## src/rtl/baud_rate_sequencer_pkg.sv

```systemverilog
// Shared constants for the baud-rate sequencer: the rate table, the
// elaboration-time period helper and the FSM state type.
package baud_seq_pkg;

  localparam int unsigned MAX_RATES = 13;

  // Index 0..7 double from 300 baud; index 8..12 double from 57600 baud.
  localparam int unsigned RATE_HZ [MAX_RATES] = '{
    300, 600, 1200, 2400, 4800, 9600, 19200, 38400,
    57600, 115200, 230400, 460800, 921600
  };

  // Clock ticks per bit, truncated. Only ever evaluated at elaboration.
  function automatic int unsigned periodFor(input int unsigned clockSpeed,
                                            input int unsigned index);
    if (index >= MAX_RATES) return 0;
    return clockSpeed / RATE_HZ[index[3:0]];
  endfunction

  typedef enum logic [1:0] {
    S_IDLE    = 2'd0,
    S_PENDING = 2'd1,
    S_APPLY   = 2'd2
  } seqState_t;

endpackage

```

## src/rtl/baud_rate_sequencer_if.sv

```systemverilog
// Request/status bundle between the UART control logic and the sequencer.
interface baud_rate_sequencer_if #(
  parameter int PERIOD_W = 20
);
  logic                i_Step_Up;
  logic                i_Step_Down;
  logic                i_Load;
  logic [4:0]          i_Load_Index;
  logic                i_Line_Idle;
  logic [PERIOD_W-1:0] o_Period;
  logic [4:0]          o_Index;
  logic                o_Changed;
  logic                o_Pending;
  logic                o_Error;
  logic                o_Baud_Tick;

  modport master (
    output i_Step_Up, i_Step_Down, i_Load, i_Load_Index, i_Line_Idle,
    input  o_Period, o_Index, o_Changed, o_Pending, o_Error, o_Baud_Tick
  );

  modport slave (
    input  i_Step_Up, i_Step_Down, i_Load, i_Load_Index, i_Line_Idle,
    output o_Period, o_Index, o_Changed, o_Pending, o_Error, o_Baud_Tick
  );
endinterface

```

## src/rtl/baud_rate_sequencer_tick_gen.sv

```systemverilog
// Bit-rate strobe: one-cycle pulse every i_Period clocks, phase reset by
// i_Restart so the first tick after a rate change is a full period later.
module baud_tick_gen #(
  parameter int PERIOD_W = 20
) (
  input  logic                i_Clk,
  input  logic                i_Rst_L,
  input  logic                i_Restart,
  input  logic [PERIOD_W-1:0] i_Period,
  output logic                o_Tick
);

  logic [PERIOD_W-1:0] count;
  logic                termCount;

  assign termCount = (count == (i_Period - PERIOD_W'(1)));

  // Free-running period counter with registered terminal-count strobe.
  always_ff @(posedge i_Clk or negedge i_Rst_L) begin
    if (!i_Rst_L) begin
      count  <= '0;
      o_Tick <= 1'b0;
    end else if (i_Restart) begin
      count  <= '0;
      o_Tick <= 1'b0;
    end else if (termCount) begin
      count  <= '0;
      o_Tick <= 1'b1;
    end else begin
      count  <= count + PERIOD_W'(1);
      o_Tick <= 1'b0;
    end
  end

endmodule

```

## src/rtl/baud_rate_sequencer.sv

```systemverilog
// Baud-rate sequencer: holds the current rate index and its period, and
// applies step/load requests only while the serial line is idle.
// Optional macro BAUD_SEQ_TICKGEN_EN adds the o_Baud_Tick strobe generator;
// without it o_Baud_Tick is tied low.
//
// state     | meaning
// S_IDLE    | accepting requests, no change outstanding
// S_PENDING | target latched, waiting for i_Line_Idle
// S_APPLY   | committing target to o_Index/o_Period this cycle
module baud_rate_sequencer
  import baud_seq_pkg::*;
#(
  parameter int unsigned CLOCK_SPEED = 25000000,
  parameter int          NUM_RATES   = 13,
  parameter int          PERIOD_W    = 20,
  parameter int unsigned RESET_INDEX = 9,
  parameter int          WRAP        = 1
) (
  input  logic                  i_Clk,
  input  logic                  i_Rst_L,
  baud_rate_sequencer_if.slave  bus
);

  localparam logic [4:0] LAST_IDX   = 5'(NUM_RATES - 1);
  localparam logic [4:0] RATE_COUNT = 5'(NUM_RATES);
  localparam logic [4:0] RESET_IDX  = 5'(RESET_INDEX);
  localparam logic [PERIOD_W-1:0] RESET_PERIOD =
    PERIOD_W'(periodFor(CLOCK_SPEED, RESET_INDEX));

  // Period ROM sized to the full 5-bit index space; unused slots read 0.
  logic [PERIOD_W-1:0] periodRom [32];

  for (genvar g = 0; g < 32; g++) begin : g_rom
    if (g < NUM_RATES) begin : g_used
      assign periodRom[g] = PERIOD_W'(periodFor(CLOCK_SPEED, g));
    end else begin : g_unused
      assign periodRom[g] = '0;
    end
  end

  seqState_t           stateReg, nextState;
  logic [4:0]          indexReg, targetReg, reqTarget;
  logic [PERIOD_W-1:0] periodReg;
  logic                changedReg, pendingReg, errorReg, baudTick;
  logic                reqValid, reqError, latchReq, applyNow;

  // State register.
  always_ff @(posedge i_Clk or negedge i_Rst_L) begin
    if (!i_Rst_L) stateReg <= S_IDLE;
    else          stateReg <= nextState;
  end

  // Next-state logic, including request decode and target computation.
  always_comb begin
    nextState = stateReg;
    reqValid  = 1'b0;
    reqError  = 1'b0;
    reqTarget = indexReg;
    case (stateReg)
      S_IDLE: begin
        if (bus.i_Load) begin
          if (bus.i_Load_Index >= RATE_COUNT) begin
            reqError = 1'b1;
          end else begin
            reqValid  = 1'b1;
            reqTarget = bus.i_Load_Index;
          end
        end else if (bus.i_Step_Up && !bus.i_Step_Down) begin
          if (indexReg != LAST_IDX) begin
            reqValid  = 1'b1;
            reqTarget = indexReg + 5'd1;
          end else if (WRAP != 0) begin
            reqValid  = 1'b1;
            reqTarget = 5'd0;
          end
        end else if (bus.i_Step_Down && !bus.i_Step_Up) begin
          if (indexReg != 5'd0) begin
            reqValid  = 1'b1;
            reqTarget = indexReg - 5'd1;
          end else if (WRAP != 0) begin
            reqValid  = 1'b1;
            reqTarget = LAST_IDX;
          end
        end
        if (reqValid) nextState = S_PENDING;
      end
      S_PENDING: if (bus.i_Line_Idle) nextState = S_APPLY;
      S_APPLY:   nextState = S_IDLE;
      default:   nextState = S_IDLE;
    endcase
  end

  // Output decode: when to latch a target and when to commit it.
  always_comb begin
    latchReq = (stateReg == S_IDLE) && reqValid;
    applyNow = (stateReg == S_APPLY);
  end

  // Registered outputs; nothing reaches the ports combinationally.
  always_ff @(posedge i_Clk or negedge i_Rst_L) begin
    if (!i_Rst_L) begin
      indexReg   <= RESET_IDX;
      periodReg  <= RESET_PERIOD;
      targetReg  <= RESET_IDX;
      changedReg <= 1'b0;
      pendingReg <= 1'b0;
      errorReg   <= 1'b0;
    end else begin
      changedReg <= applyNow;
      errorReg   <= reqError;
      if (latchReq) begin
        targetReg  <= reqTarget;
        pendingReg <= 1'b1;
      end
      if (applyNow) begin
        indexReg   <= targetReg;
        periodReg  <= periodRom[targetReg];
        pendingReg <= 1'b0;
      end
    end
  end

`ifdef BAUD_SEQ_TICKGEN_EN
  baud_tick_gen #(.PERIOD_W(PERIOD_W)) u_tickGen (
    .i_Clk     (i_Clk),
    .i_Rst_L   (i_Rst_L),
    .i_Restart (applyNow),
    .i_Period  (periodReg),
    .o_Tick    (baudTick)
  );
`else
  assign baudTick = 1'b0;
`endif

  assign bus.o_Index     = indexReg;
  assign bus.o_Period    = periodReg;
  assign bus.o_Changed   = changedReg;
  assign bus.o_Pending   = pendingReg;
  assign bus.o_Error     = errorReg;
  assign bus.o_Baud_Tick = baudTick;

endmodule

```

## src/flat_wrapper.sv

```systemverilog
// flat-port wrapper written by rule: the top's interface ports become plain ports
module baud_rate_sequencer_flat import baud_seq_pkg::*;
#(
  parameter int unsigned CLOCK_SPEED = 25000000,
  parameter int          NUM_RATES   = 13,
  parameter int          PERIOD_W    = 20,
  parameter int unsigned RESET_INDEX = 9,
  parameter int          WRAP        = 1
)
  (i_Clk, i_Rst_L, bus_i_Step_Up, bus_i_Step_Down, bus_i_Load, bus_i_Load_Index, bus_i_Line_Idle, bus_o_Period, bus_o_Index, bus_o_Changed, bus_o_Pending, bus_o_Error, bus_o_Baud_Tick);
  baud_rate_sequencer_if #(.PERIOD_W(PERIOD_W)) bus_i ();
  input  logic i_Clk;
  input  logic i_Rst_L;
  input wire logic [$bits(bus_i.i_Step_Up)-1:0] bus_i_Step_Up;
  input wire logic [$bits(bus_i.i_Step_Down)-1:0] bus_i_Step_Down;
  input wire logic [$bits(bus_i.i_Load)-1:0] bus_i_Load;
  input wire logic [$bits(bus_i.i_Load_Index)-1:0] bus_i_Load_Index;
  input wire logic [$bits(bus_i.i_Line_Idle)-1:0] bus_i_Line_Idle;
  output wire logic [$bits(bus_i.o_Period)-1:0] bus_o_Period;
  output wire logic [$bits(bus_i.o_Index)-1:0] bus_o_Index;
  output wire logic [$bits(bus_i.o_Changed)-1:0] bus_o_Changed;
  output wire logic [$bits(bus_i.o_Pending)-1:0] bus_o_Pending;
  output wire logic [$bits(bus_i.o_Error)-1:0] bus_o_Error;
  output wire logic [$bits(bus_i.o_Baud_Tick)-1:0] bus_o_Baud_Tick;
  assign bus_i.i_Step_Up = bus_i_Step_Up;
  assign bus_i.i_Step_Down = bus_i_Step_Down;
  assign bus_i.i_Load = bus_i_Load;
  assign bus_i.i_Load_Index = bus_i_Load_Index;
  assign bus_i.i_Line_Idle = bus_i_Line_Idle;
  assign bus_o_Period = bus_i.o_Period;
  assign bus_o_Index = bus_i.o_Index;
  assign bus_o_Changed = bus_i.o_Changed;
  assign bus_o_Pending = bus_i.o_Pending;
  assign bus_o_Error = bus_i.o_Error;
  assign bus_o_Baud_Tick = bus_i.o_Baud_Tick;
  baud_rate_sequencer #(.CLOCK_SPEED(CLOCK_SPEED), .NUM_RATES(NUM_RATES), .PERIOD_W(PERIOD_W), .RESET_INDEX(RESET_INDEX), .WRAP(WRAP)) u_core (.i_Clk(i_Clk), .i_Rst_L(i_Rst_L), .bus(bus_i));
endmodule
```

## config.mk

```make
export PLATFORM = sky130hd
export DESIGN_NAME = baud_rate_sequencer_flat
export DESIGN_NICKNAME = d
export VERILOG_FILES = /design/src/rtl/baud_rate_sequencer_pkg.sv /design/src/rtl/baud_rate_sequencer_if.sv /design/src/rtl/baud_rate_sequencer_tick_gen.sv /design/src/rtl/baud_rate_sequencer.sv /design/src/flat_wrapper.sv
export SDC_FILE = /design/constraint.sdc
export NUM_CORES = 1
export LEC_CHECK = 0
export CAP_MARGIN = 30
export CORE_MARGIN = 2
export CORE_UTILIZATION = 51
export DETAILED_ROUTE_END_ITERATION = 8
export PLACE_DENSITY = 0.8
export RECOVER_POWER = 25
export SYNTH_ARGS = -nofsm -noshare
export SYNTH_HDL_FRONTEND = slang
export SYNTH_SLANG_ARGS = --single-unit
```

## constraint.sdc

```tcl
create_clock -name i_Clk -period 1.95 [get_ports i_Clk]
set_clock_uncertainty 0.1 [all_clocks]
set_input_delay 0.195 -clock i_Clk [delete_from_list [all_inputs] [get_ports i_Clk]]
set_output_delay 0.195 -clock i_Clk [all_outputs]
set_load 0.05 [all_outputs]
```

* Word-level counts from Yosys, hierarchy flattened
Memory sizes are Yosys's and may differ from the RTL's. A register that Yosys moved wholly into a read port is not among the register bits. Cells that the tools add are included.
Word-level totals: input port bits 11, latch bits 0, logic and storage cells 47, memories kept 1, flip-flop bits (word level) 15, memory bits (writable) 0, bits in read-only memories 640, output and inout bits 29
Memory list:
- (no name shown) | words 32, width 20, rd ports 1, clocked after memory_dff 1, wr ports 0, RTL line baud_rate_sequencer.sv:117 | periodReg <= periodRom[targetReg];
Operators by class: $mul 0, mux-type cells 21, $add $sub $neg 2, equality and inequality tests 5, shift-type cells 0, bitwise operators 1, reduce and logical (&&, ||, !) cells 10, magnitude comparators 1, div/mod/pow operators 0
Operator list (number):
- 5-bit two-way mux | 7
- 1-bit two-way mux | 11
- 5-bit NOT with 6-bit output | 1
- 5-bit by 1-bit adder with 5-bit output (second input constant) | 1
- 5-bit by 4-bit greater-or-equal comparator with 1-bit output (second input constant) | 1
- 5-bit by 4-bit inequality test with 1-bit output (second input constant) | 1
- 5-bit nonzero test | 1
- 5-bit by 1-bit subtractor with 5-bit output (second input constant) | 1
- 2-bit two-way mux | 2
- 2-bit inequality test (second input constant) | 2
- 2-bit case mux with 2 select lines | 1
- 1-bit logical AND | 3
- 1-bit zero test | 3
- 2-bit by 1-bit == test with 1-bit output (second input constant) | 1
- 2-bit == test (second input constant) | 1
- 2-bit zero test | 1
- 2-bit AND reduction | 1
- 2-bit nonzero test | 1

* Longest topological paths before layout
Gate-level depths: netlist of run 1.
depth after elaboration 10, depth in mapped cells 7, depth with buffers taken out 6

* Worst setup path before layout of run 1
OpenSTA, ideal clock, no wires.
path kind reg2reg, start point register u_core.indexReg[0] (netlist: u_core.bus.o_Index[0]), end point register u_core.targetReg[4], clock period less this slack 2.053 ns, setup time 0.121 ns, path slack -0.103 ns, data required time 1.729 ns, cell stages (with the launch flop) 7, buffers on the path 0, data arrival time 1.832 ns, cell sequence dfstp_2 -> inv_1 -> ha_1 -> nor3b_1 -> a21oi_1 -> mux2_1 -> a22o_1
On the way: longest elaborated chain between the ends 6, elaborated cells on any way between the ends 10, classes of those cells add/sub: 2; eq/ne: 1; mux: 6; reduce/logical: 1
Ends and longest elaborated chain:
- start, declared | RTL line baud_rate_sequencer.sv:42 | logic [4:0] indexReg, targetReg, reqTarget;
- start signal, assigned | RTL line baud_rate_sequencer.sv:116 | indexReg <= targetReg;
- 5-bit by 1-bit subtractor with 5-bit output or 5-bit nonzero test (tied branches) | RTL line baud_rate_sequencer.sv:79, baud_rate_sequencer.sv:77
- 5-bit two-way mux | RTL line baud_rate_sequencer.sv:77 | if (indexReg != 5'd0) begin
- 5-bit two-way mux | RTL line baud_rate_sequencer.sv:76 | end else if (bus.i_Step_Down && !bus.i_Step_Up) begin
- 5-bit two-way mux (*) | RTL line baud_rate_sequencer.sv:68 | end else if (bus.i_Step_Up && !bus.i_Step_Down) begin
- 5-bit two-way mux (*) | RTL line baud_rate_sequencer.sv:61 | if (bus.i_Load) begin
- 5-bit two-way mux (*) | RTL line baud_rate_sequencer.sv:59 | case (stateReg)
- end signal, assigned | RTL line baud_rate_sequencer.sv:112 | targetReg <= reqTarget;
- end, declared | RTL line baud_rate_sequencer.sv:42
Every way passes the cells marked *; elsewhere a longest branch is shown, timed or not. A chain may end at the register's enable or synchronous reset.

* Worst setup path after layout of run 1
Ends and elaborated chain as after synthesis.

==> results of run 1 <==
[worst min-delay path, stage by stage]
cell and delay [ns]:
sky130_fd_sc_hd__clkdlybuf4s50_1 0.41, sky130_fd_sc_hd__inv_1 0.06, sky130_fd_sc_hd__nor2_1 0.03
[placed cells by master, fill, tap and decap left out, types with 2 or more instances in the layout]
master	synthesis	routed
sky130_fd_sc_hd__nand2_1	31	31
sky130_fd_sc_hd__a31oi_1	2	2
sky130_fd_sc_hd__clkbuf_1	3	2
sky130_fd_sc_hd__mux2i_1	3	3
sky130_fd_sc_hd__ha_1	11	9
sky130_fd_sc_hd__and4_1	2	2
sky130_fd_sc_hd__o21ai_1	9	9
sky130_fd_sc_hd__dfrtp_1	23	22
sky130_fd_sc_hd__a22o_1	8	8
sky130_fd_sc_hd__inv_2	2	2
sky130_fd_sc_hd__o21ai_0	13	13
sky130_fd_sc_hd__nand2b_1	5	5
sky130_fd_sc_hd__nor2b_1	4	4
sky130_fd_sc_hd__buf_4	5	21
sky130_fd_sc_hd__nand3_1	2	2
sky130_fd_sc_hd__inv_1	12	11
sky130_fd_sc_hd__o22ai_1	2	2
sky130_fd_sc_hd__a21oi_1	14	14
sky130_fd_sc_hd__conb_1	1	4
sky130_fd_sc_hd__o211ai_1	3	3
sky130_fd_sc_hd__dfstp_2	9	8
sky130_fd_sc_hd__clkdlybuf4s50_1	0	26
sky130_fd_sc_hd__nor2_1	8	8
sky130_fd_sc_hd__a311o_1	2	2
sky130_fd_sc_hd__mux2_1	2	2
sky130_fd_sc_hd__o31ai_1	4	4
sky130_fd_sc_hd__clkbuf_8	0	5
[how the worst min path moves through the flow]
stage	startpoint	endpoint	slack, ns	cells past startpoint
after floorplan	i_Rst_L	u_core.bus.o_Changed$_DFF_PN0_	-0.20	0
after global placement	u_core.bus.o_Period[4]$_DFFE_PN1P_	u_core.bus.o_Period[4]$_DFFE_PN1P_	0.36	2
after detailed placement	u_core.bus.o_Period[3]$_DFFE_PN1P_	u_core.bus.o_Period[3]$_DFFE_PN1P_	0.37	2
after CTS	i_Rst_L	u_core.bus.o_Period[12]$_DFFE_PN0P_	0.22	2
after global routing	u_core.bus.o_Period[3]$_DFFE_PN1P_	u_core.bus.o_Period[3]$_DFFE_PN1P_	0.39	2
final	bus_i_Line_Idle	u_core.stateReg[1]$_DFFE_PN0P_	0.36	3
[stage by stage]
stage                     worst slack [ns]  cell area [um^2]
after CTS                           0.0551              2430
after detailed placement            -0.100              2350
after global routing              -0.00114              2470
after global placement             -0.0373              2350
after floorplan                     0.0176              1950
final                               0.0582              2470
[registers in the layout, summed over array words and instances, names as in the netlist]
name	cells
u_core.bus.o_Period	17
u_core.bus.o_Index	5
u_core.targetReg	5
u_core.stateReg	2
u_core.bus.o_Changed	1
u_core.bus.o_Error	1
u_core.bus.o_Pending	1
[cells by family (layout without fill, tap and decap cells)]
family	Yosys count	after routing	synth area share, %
other cells	1	4	0.194
simple gates	63	63	16.8
compound gates	68	68	22.9
fa+ha+maj	11	11	7.12
flops	32	32	42.0
mux	6	6	3.30
buf+inv	30	71	7.64
[cell type report]
class                   count  area (um^2)
well taps                  48         60.1
flip-flops and latches     32          817
clock inverters             1         5.00
repair buffers             49          433
fillers                   315         1190
multi-input cells         152         1020
clock buffers               7         76.3
inverters                  14         55.1
[routing by layer]
| metal | wire length [um] | vias up |
|---|---|---|
| li1 | - | 822 |
| met5 | 0 | - |
| met1 | 2080 | 799 |
| met3 | 239 | 2 |
| met4 | 27 | 0 |
| met2 | 2070 | 47 |
[power by group]
group | switching [mW] | leakage (nW) | internal, mW
Combinational | 1.65 | 0.668 | 0.950
Sequential | 0.298 | 0.393 | 0.996
Clock | 0.220 | 0.0422 | 0.250
Total | 2.17 | 1.10 | 2.20
==> summary.txt, run 1 <==
Clock tree
  • Cell chosen for the clock root: sky130_fd_sc_hd__clkbuf_8
  • Maximum count of clock buffers along a single path: 2
  • CTS Sinks: 32
  • Number of buffers created by CTS: 5
  • Count of H-tree levels built during CTS: 2
  • TritonCTS clock tree: done
  • Post-CTS Hold Fix Bufs: 0
  • Worst-skew pair later-pin latency: about 0.27 ns
  • Number of setup buffers added after CTS: 0
  • Post-CTS clock slew at the launch and capture registers of the worst setup and hold paths: about 0.06 ns
  • Post-cts repair resize count: 0

Logic synthesis
  • Cells after synthesis: between 200 and 250
  • Register bit total from synthesis: 32
  • Post-synth EDFFs: 0
  • Async S/R FF share, synth: 100%
  • Ranking of synthesized cells by instance count: sky130_fd_sc_hd__nand2_1 (31), sky130_fd_sc_hd__dfrtp_1 (23), sky130_fd_sc_hd__a21oi_1 (14)
  • Yosys warning count: 0
  • Cell types with the largest area share after synthesis: sky130_fd_sc_hd__dfrtp_1 (30%), sky130_fd_sc_hd__dfstp_2 (12%), sky130_fd_sc_hd__ha_1 (7.1%)
  • Post-synthesis cell type with the largest combined area: sky130_fd_sc_hd__dfrtp_1
  • Most frequent cell after synthesis: sky130_fd_sc_hd__nand2_1
  • Synthesized area divided by synthesized cell count: 9.16 um^2
  • Mapped Area: between 0.0015 and 0.002 mm^2
  • Most frequently used flop master after synthesis: sky130_fd_sc_hd__dfrtp_1
  • Netlist cell types: 49
  • Portion of the post-synthesis area used by sequential elements: a little over two fifths
  • Synth top area share: between 20% and 30%

Setup path
  • Library cell contributing the largest single delay on the critical path: sky130_fd_sc_hd__dfstp_4
  • Worst-path cell chain: inv_4 -> ha_4 -> nor3b_1 -> a21oi_1 -> mux2_1 -> a22o_1
  • Worst path top cell family by delay: flip-flops
  • Beginning of the critical path: u_core.bus.o_Index[0]$_DFFE_PN1P_
  • Worst Path Buf+Inv: 1
  • Slack of the worst reg-to-reg path: around 0.058 ns
  • Start of the worst register-to-register path: u_core.bus.o_Index[0]$_DFFE_PN1P_
  • Critical setup path kind: flip-flop to flip-flop
  • CP arrival: 1.96 ns
  • Critical Path End Type: flip-flop
  • Kind of start point of the critical path: flip-flop
  • Critical Path End: u_core.targetReg[4]$_DFFE_PN0P_
  • Delay of the slowest critical-path stage: approximately 0.66 ns
  • FF-to-FF End: u_core.targetReg[4]$_DFFE_PN0P_
  • Worst Reg-to-Reg Cells: 6
  • Logic depth of the worst path, buffers included: 6
  • Largest driver fanout on the critical path: 5
  • Req. time, crit path: between 2 and 2.5 ns

Timing
  • Number of setup violations in the final report: 0
  • Max-slew violation count: 0
  • Minimum clock period: ~1.9 ns
  • Worst-case hold slack: 0.359 ns
  • Fraction of the cycle the final worst path needs: 97.0%
  • Slew of the pin with the lowest slew margin: 0.759 ns
  • Setup TNS Final: 0 ns
  • Tightest slew margin relative to the limit: between 40% and 50%
  • Final Hold Viols: 0
  • RSZ-0062 raised after global routing: yes
  • Maximum clock frequency: roughly 0.53 GHz

Routing
  • Total Wirelength: about 4.4 mm
  • Routed wire length per instance: about 15 um
  • First drt pass iteration count: 4
  • Via-to-Cell Ratio: 5.51
  • Number of nets with antenna violations after detailed routing: 0
  • Number of DRC violations after detailed-routing iteration 0: roughly 90
  • Number of remaining DRC errors: 0
  • Routed via count: 1,670

Pwr
  • Worst IR Drop VDD: between 0.001 and 0.0015 V
  • Leakage power figure: 1.10 nW
  • Cell Pwr Density: around 1800 mW/mm^2
  • Total power: 4.36 mW

Outcome
  • Run status: completed

Floorplan
  • Height of the die: around 66 um
  • Die X: 65.5 um
  • Die footprint: ~0.0043 mm^2
  • Initial cell density of the core: between 50% and 60%
  • Num rows: 22
  • Area of the core: roughly 0.0037 mm^2
  • I/O pin cnt: 40

Global routing
  • Met1 usage: approximately a third
  • Met2 track demand over resource in global routing: between 30% and 40%
  • Via count of the first global-routing pass: 1,520
  • Global route hottest layer: met2
  • Met3 global-route usage: under 10%
  • Total global routing overflow: 0
  • Number of antenna violations at the first check in global routing: 0
  • Maximum number of pins on one net before global-route repair: 33
  • First-pass GRT wire length: between 7 and 8 mm
  • Total routing usage reported by global routing: 22.5%

Layout
  • Finished Layout Cells: ~300
  • Utilization after layout: 67.4%
  • N_diodes: 0
  • Nets@finish: 276
  • Ratio of cells with drive above 1 in the final layout: around a fifth
  • Area delta synth->final: 27.8%

Placed design
  • Cell count after placement: slightly below 300
  • Weighted congestion at the end of routability-driven global placement: just over 0.8
  • Port-buffer cells: 35
  • Placed wire-length estimate: about 3.2 mm

Flow run
  • Number of violations of the max-capacitance limit: 0

Min path
  • Type of the tightest min-delay check: input port to flip-flop
Power figures use the tool's default switching activity.
==> run 2, diff against run 1 <==
--- a/config.mk
+++ b/config.mk
@@ -9,6 +9,7 @@
 export CORE_MARGIN = 2
 export CORE_UTILIZATION = 51
 export DETAILED_ROUTE_END_ITERATION = 8
+export GPL_TIMING_DRIVEN = 0
 export PLACE_DENSITY = 0.8
 export RECOVER_POWER = 25
 export SYNTH_ARGS = -nofsm -noshare
==> run 2 against run 1 <==
Compared with the run above: via count up 4.3%; maximum frequency is 2.4% lower; cell area is 2.8% higher; sequential share of layout area decreased by 0.91 points; largest cell class unchanged.
==> summary.txt, run 2 (same netlist as run 1, synthesis figures left out) <==
Outcome
  • Run status: completed

Global routing
  • Maximum number of pins on one net before global-route repair: 18
  • Met2 track demand over resource in global routing: 37.4%
  • Number of antenna violations at the first check in global routing: 0
  • Via count of the first global-routing pass: 1,623
  • First-pass GRT wire length: around 7.8 mm
  • Global route hottest layer: met2
  • Met3 global-route usage: between 4 and 5%
  • Met1 usage: between 30 and 40%
  • Total routing usage reported by global routing: around a quarter
  • Total global routing overflow: 0

Setup path
  • Worst-path cell chain: inv_4 -> ha_4 -> nor3b_1 -> a21oi_1 -> mux2_4 -> a22o_1
  • Kind of start point of the critical path: flip-flop
  • Critical Path End Type: flip-flop
  • FF-to-FF End: u_core.targetReg[4]$_DFFE_PN0P_
  • Worst path top cell family by delay: flip-flops
  • Worst Reg-to-Reg Cells: 6
  • Library cell contributing the largest single delay on the critical path: sky130_fd_sc_hd__dfstp_4
  • Req. time, crit path: ~2.0 ns
  • Slack of the worst reg-to-reg path: ~0.011 ns
  • Start of the worst register-to-register path: u_core.bus.o_Index[0]$_DFFE_PN1P_
  • CP arrival: about 2 ns
  • Worst Path Buf+Inv: 1
  • Critical setup path kind: flip-flop to flip-flop
  • Largest driver fanout on the critical path: 5
  • Delay of the slowest critical-path stage: between 0.6 and 0.7 ns

Min path
  • Hold worst-path end: u_core.bus.o_Error$_DFF_PN0_
  • Hold wc startpoint: bus_i_Load
  • Type of the tightest min-delay check: input port to flip-flop
  • Worst Hold Path Cells: 3

Layout
  • Nets@finish: between 200 and 300
  • Area delta synth->final: 31.4%
  • N_diodes: 0
  • Utilization after layout: 69.3%
  • Area occupied by multi-input gates: 0.00102 mm^2
  • Max reg flops: 17
  • Ratio of cells with drive above 1 in the final layout: 18.3%
  • Layout filler cell count: 297
  • Commonest cells after routing, fill and taps aside: sky130_fd_sc_hd__nand2_1 (31), sky130_fd_sc_hd__clkdlybuf4s50_1 (31), sky130_fd_sc_hd__dfrtp_1 (22), sky130_fd_sc_hd__a21oi_1 (14), sky130_fd_sc_hd__o21ai_0 (13)
  • Sequential standard cell area: a little over 800 um^2
  • Finished Layout Cells: 310

Floorplan
  • Num rows: 22
  • Die footprint: around 0.0043 mm^2
  • Height of the die: 65.5 um
  • Initial cell density of the core: roughly 53%
  • I/O pin cnt: 40
  • Area of the core: around 0.0037 mm^2
  • Die X: ~66 um

Routing
  • Routed wire length per instance: approximately 15 um
  • Routed via count: roughly 1,700
  • Number of DRC violations after detailed-routing iteration 0: between 100 and 150
  • Number of nets with antenna violations after detailed routing: 0
  • Total Wirelength: about 4.7 mm
  • First drt pass iteration count: 4
  • Number of remaining DRC errors: 0
  • Via-to-Cell Ratio: between 5 and 6

Timing
  • Fraction of the cycle the final worst path needs: between 90% and 100%
  • Maximum clock frequency: about 0.52 GHz
  • RSZ-0062 raised after global routing: yes
  • Max-slew violation count: 0
  • Minimum clock period: around 1.9 ns
  • Number of setup violations in the final report: 0
  • Tightest slew margin relative to the limit: 49.9%
  • Slew of the pin with the lowest slew margin: 0.750 ns
  • Final Hold Viols: 0
  • Setup TNS Final: 0 ns

Placed design
  • Port-buffer cells: 34
  • Placed wire-length estimate: ~3.2 mm
  • Cell count after placement: about 300
  • Weighted congestion at the end of routability-driven global placement: 0.896

Clock tree
  • Count of H-tree levels built during CTS: 2
  • TritonCTS clock tree: done
  • Cell chosen for the clock root: sky130_fd_sc_hd__clkbuf_8
  • Worst-skew pair later-pin latency: around 0.29 ns
  • CTS Sinks: 32
  • Number of buffers created by CTS: 5
  • Post-CTS clock slew at the launch and capture registers of the worst setup and hold paths: about 0.070 ns
  • Maximum count of clock buffers along a single path: 2
  • Post-CTS Hold Fix Bufs: 0

Pwr
  • Sequential fraction of design power: a little over a quarter
  • Internal power component: roughly 2.4 mW
  • Total power: roughly 4.6 mW
  • Portion of total power attributed to combinational logic: about three fifths
  • Leakage power figure: approximately 1.1 nW
  • Cell Pwr Density: approximately 1800 mW/mm^2
  • Worst IR Drop VDD: about 0.0012 V
  • Net switching share of the total power: between 40% and 50%
  • Clock share of power: a little over an eighth
  • Switching Power: roughly 2.2 mW

Flow run
  • Number of violations of the max-capacitance limit: 0
[run 2: cell types whose count changed in the layout (fill, tap and decap cells not counted), sizes merged]
cell and change:
buf -3, clkbuf +1, clkdlybuf4s50 +5, dlygate4sd2 +2, bufinv +1, dlymetal6s2s +1
[run 2: how the worst max path moves through the flow]
stage / from / end / slack, ns / cells after the start
floorplan: u_core.bus.o_Index[0]$_DFFE_PN1P_ / u_core.targetReg[4]$_DFFE_PN0P_ / 0.02 / 6
global placement: bus_i_Step_Down / u_core.targetReg[0]$_DFFE_PN1P_ / -0.24 / 7
detailed placement: bus_i_Step_Down / u_core.targetReg[0]$_DFFE_PN1P_ / -0.25 / 7
CTS: u_core.bus.o_Index[0]$_DFFE_PN1P_ / u_core.targetReg[4]$_DFFE_PN0P_ / 0.02 / 6
global route: u_core.bus.o_Index[0]$_DFFE_PN1P_ / u_core.targetReg[4]$_DFFE_PN0P_ / -0.04 / 6
finish: u_core.bus.o_Index[0]$_DFFE_PN1P_ / u_core.targetReg[4]$_DFFE_PN0P_ / 0.01 / 6
[run 2: cell type report]
type / count / area share (%)
clock buffers: 6 / 2.86
repair buffers: 40 / 15.3
clock inverters: 2 / 1.38
multi-input cells: 152 / 40.0
plain buffers: 16 / 3.75
well taps: 48 / 2.37
flip-flops and latches: 32 / 32.2
inverters: 14 / 2.17
[run 2: power groups by stage]
stage | Sequential (mW) | Combinational [mW] | Clock [mW]
after floorplan | 1.92 | 1.13 | 0
after global routing | 1.26 | 2.97 | 0.658
after detailed placement | 1.26 | 2.56 | 0
final | 1.22 | 2.76 | 0.622
after CTS | 1.24 | 2.61 | 0.631
after global placement | 1.25 | 2.53 | 0
[run 2: what timing repair did]
action                                  in CTS  in global routing
gates resized for setup                      3                  5
pin swaps                                    0                  1
endpoints found under the setup margin       4                  6
buffers inserted                             2                  3
endpoints found under the hold margin        0                  0
[run 2: worst reg2reg max path: cells and delay by family (launching register included)]
| kind | cells | cell delay, ns |
|---|---|---|
| flip-flops | 1 | 0.66 |
| AO/OA/AOI/OAI | 2 | 0.39 |
| multiplexers | 1 | 0.33 |
| adder cells (fa/ha/maj) | 1 | 0.15 |
| AND/OR/NAND/NOR | 1 | 0.13 |
| buffers and inverters | 1 | 0.05 |
[run 2: layer usage]
metal | part of all wire, % | vias up
met5 | 0 | -
met4 | 2.0 | 0
met3 | 6.3 | 11
met2 | 47 | 66
met1 | 45 | 825
li1 | - | 839
[run 2: per-stage QoR]
stage | hold slack (ns) | worst slack, ns | cell area, um^2
2_1_floorplan | -0.201 | 0.0176 | 1950
3_3_place_gp | 0.356 | -0.239 | 2350
3_5_place_dp | 0.366 | -0.249 | 2380
4_1_cts | 0.123 | 0.0180 | 2510
5_1_grt | 0.143 | -0.0351 | 2540
6_report | 0.128 | 0.0111 | 2540
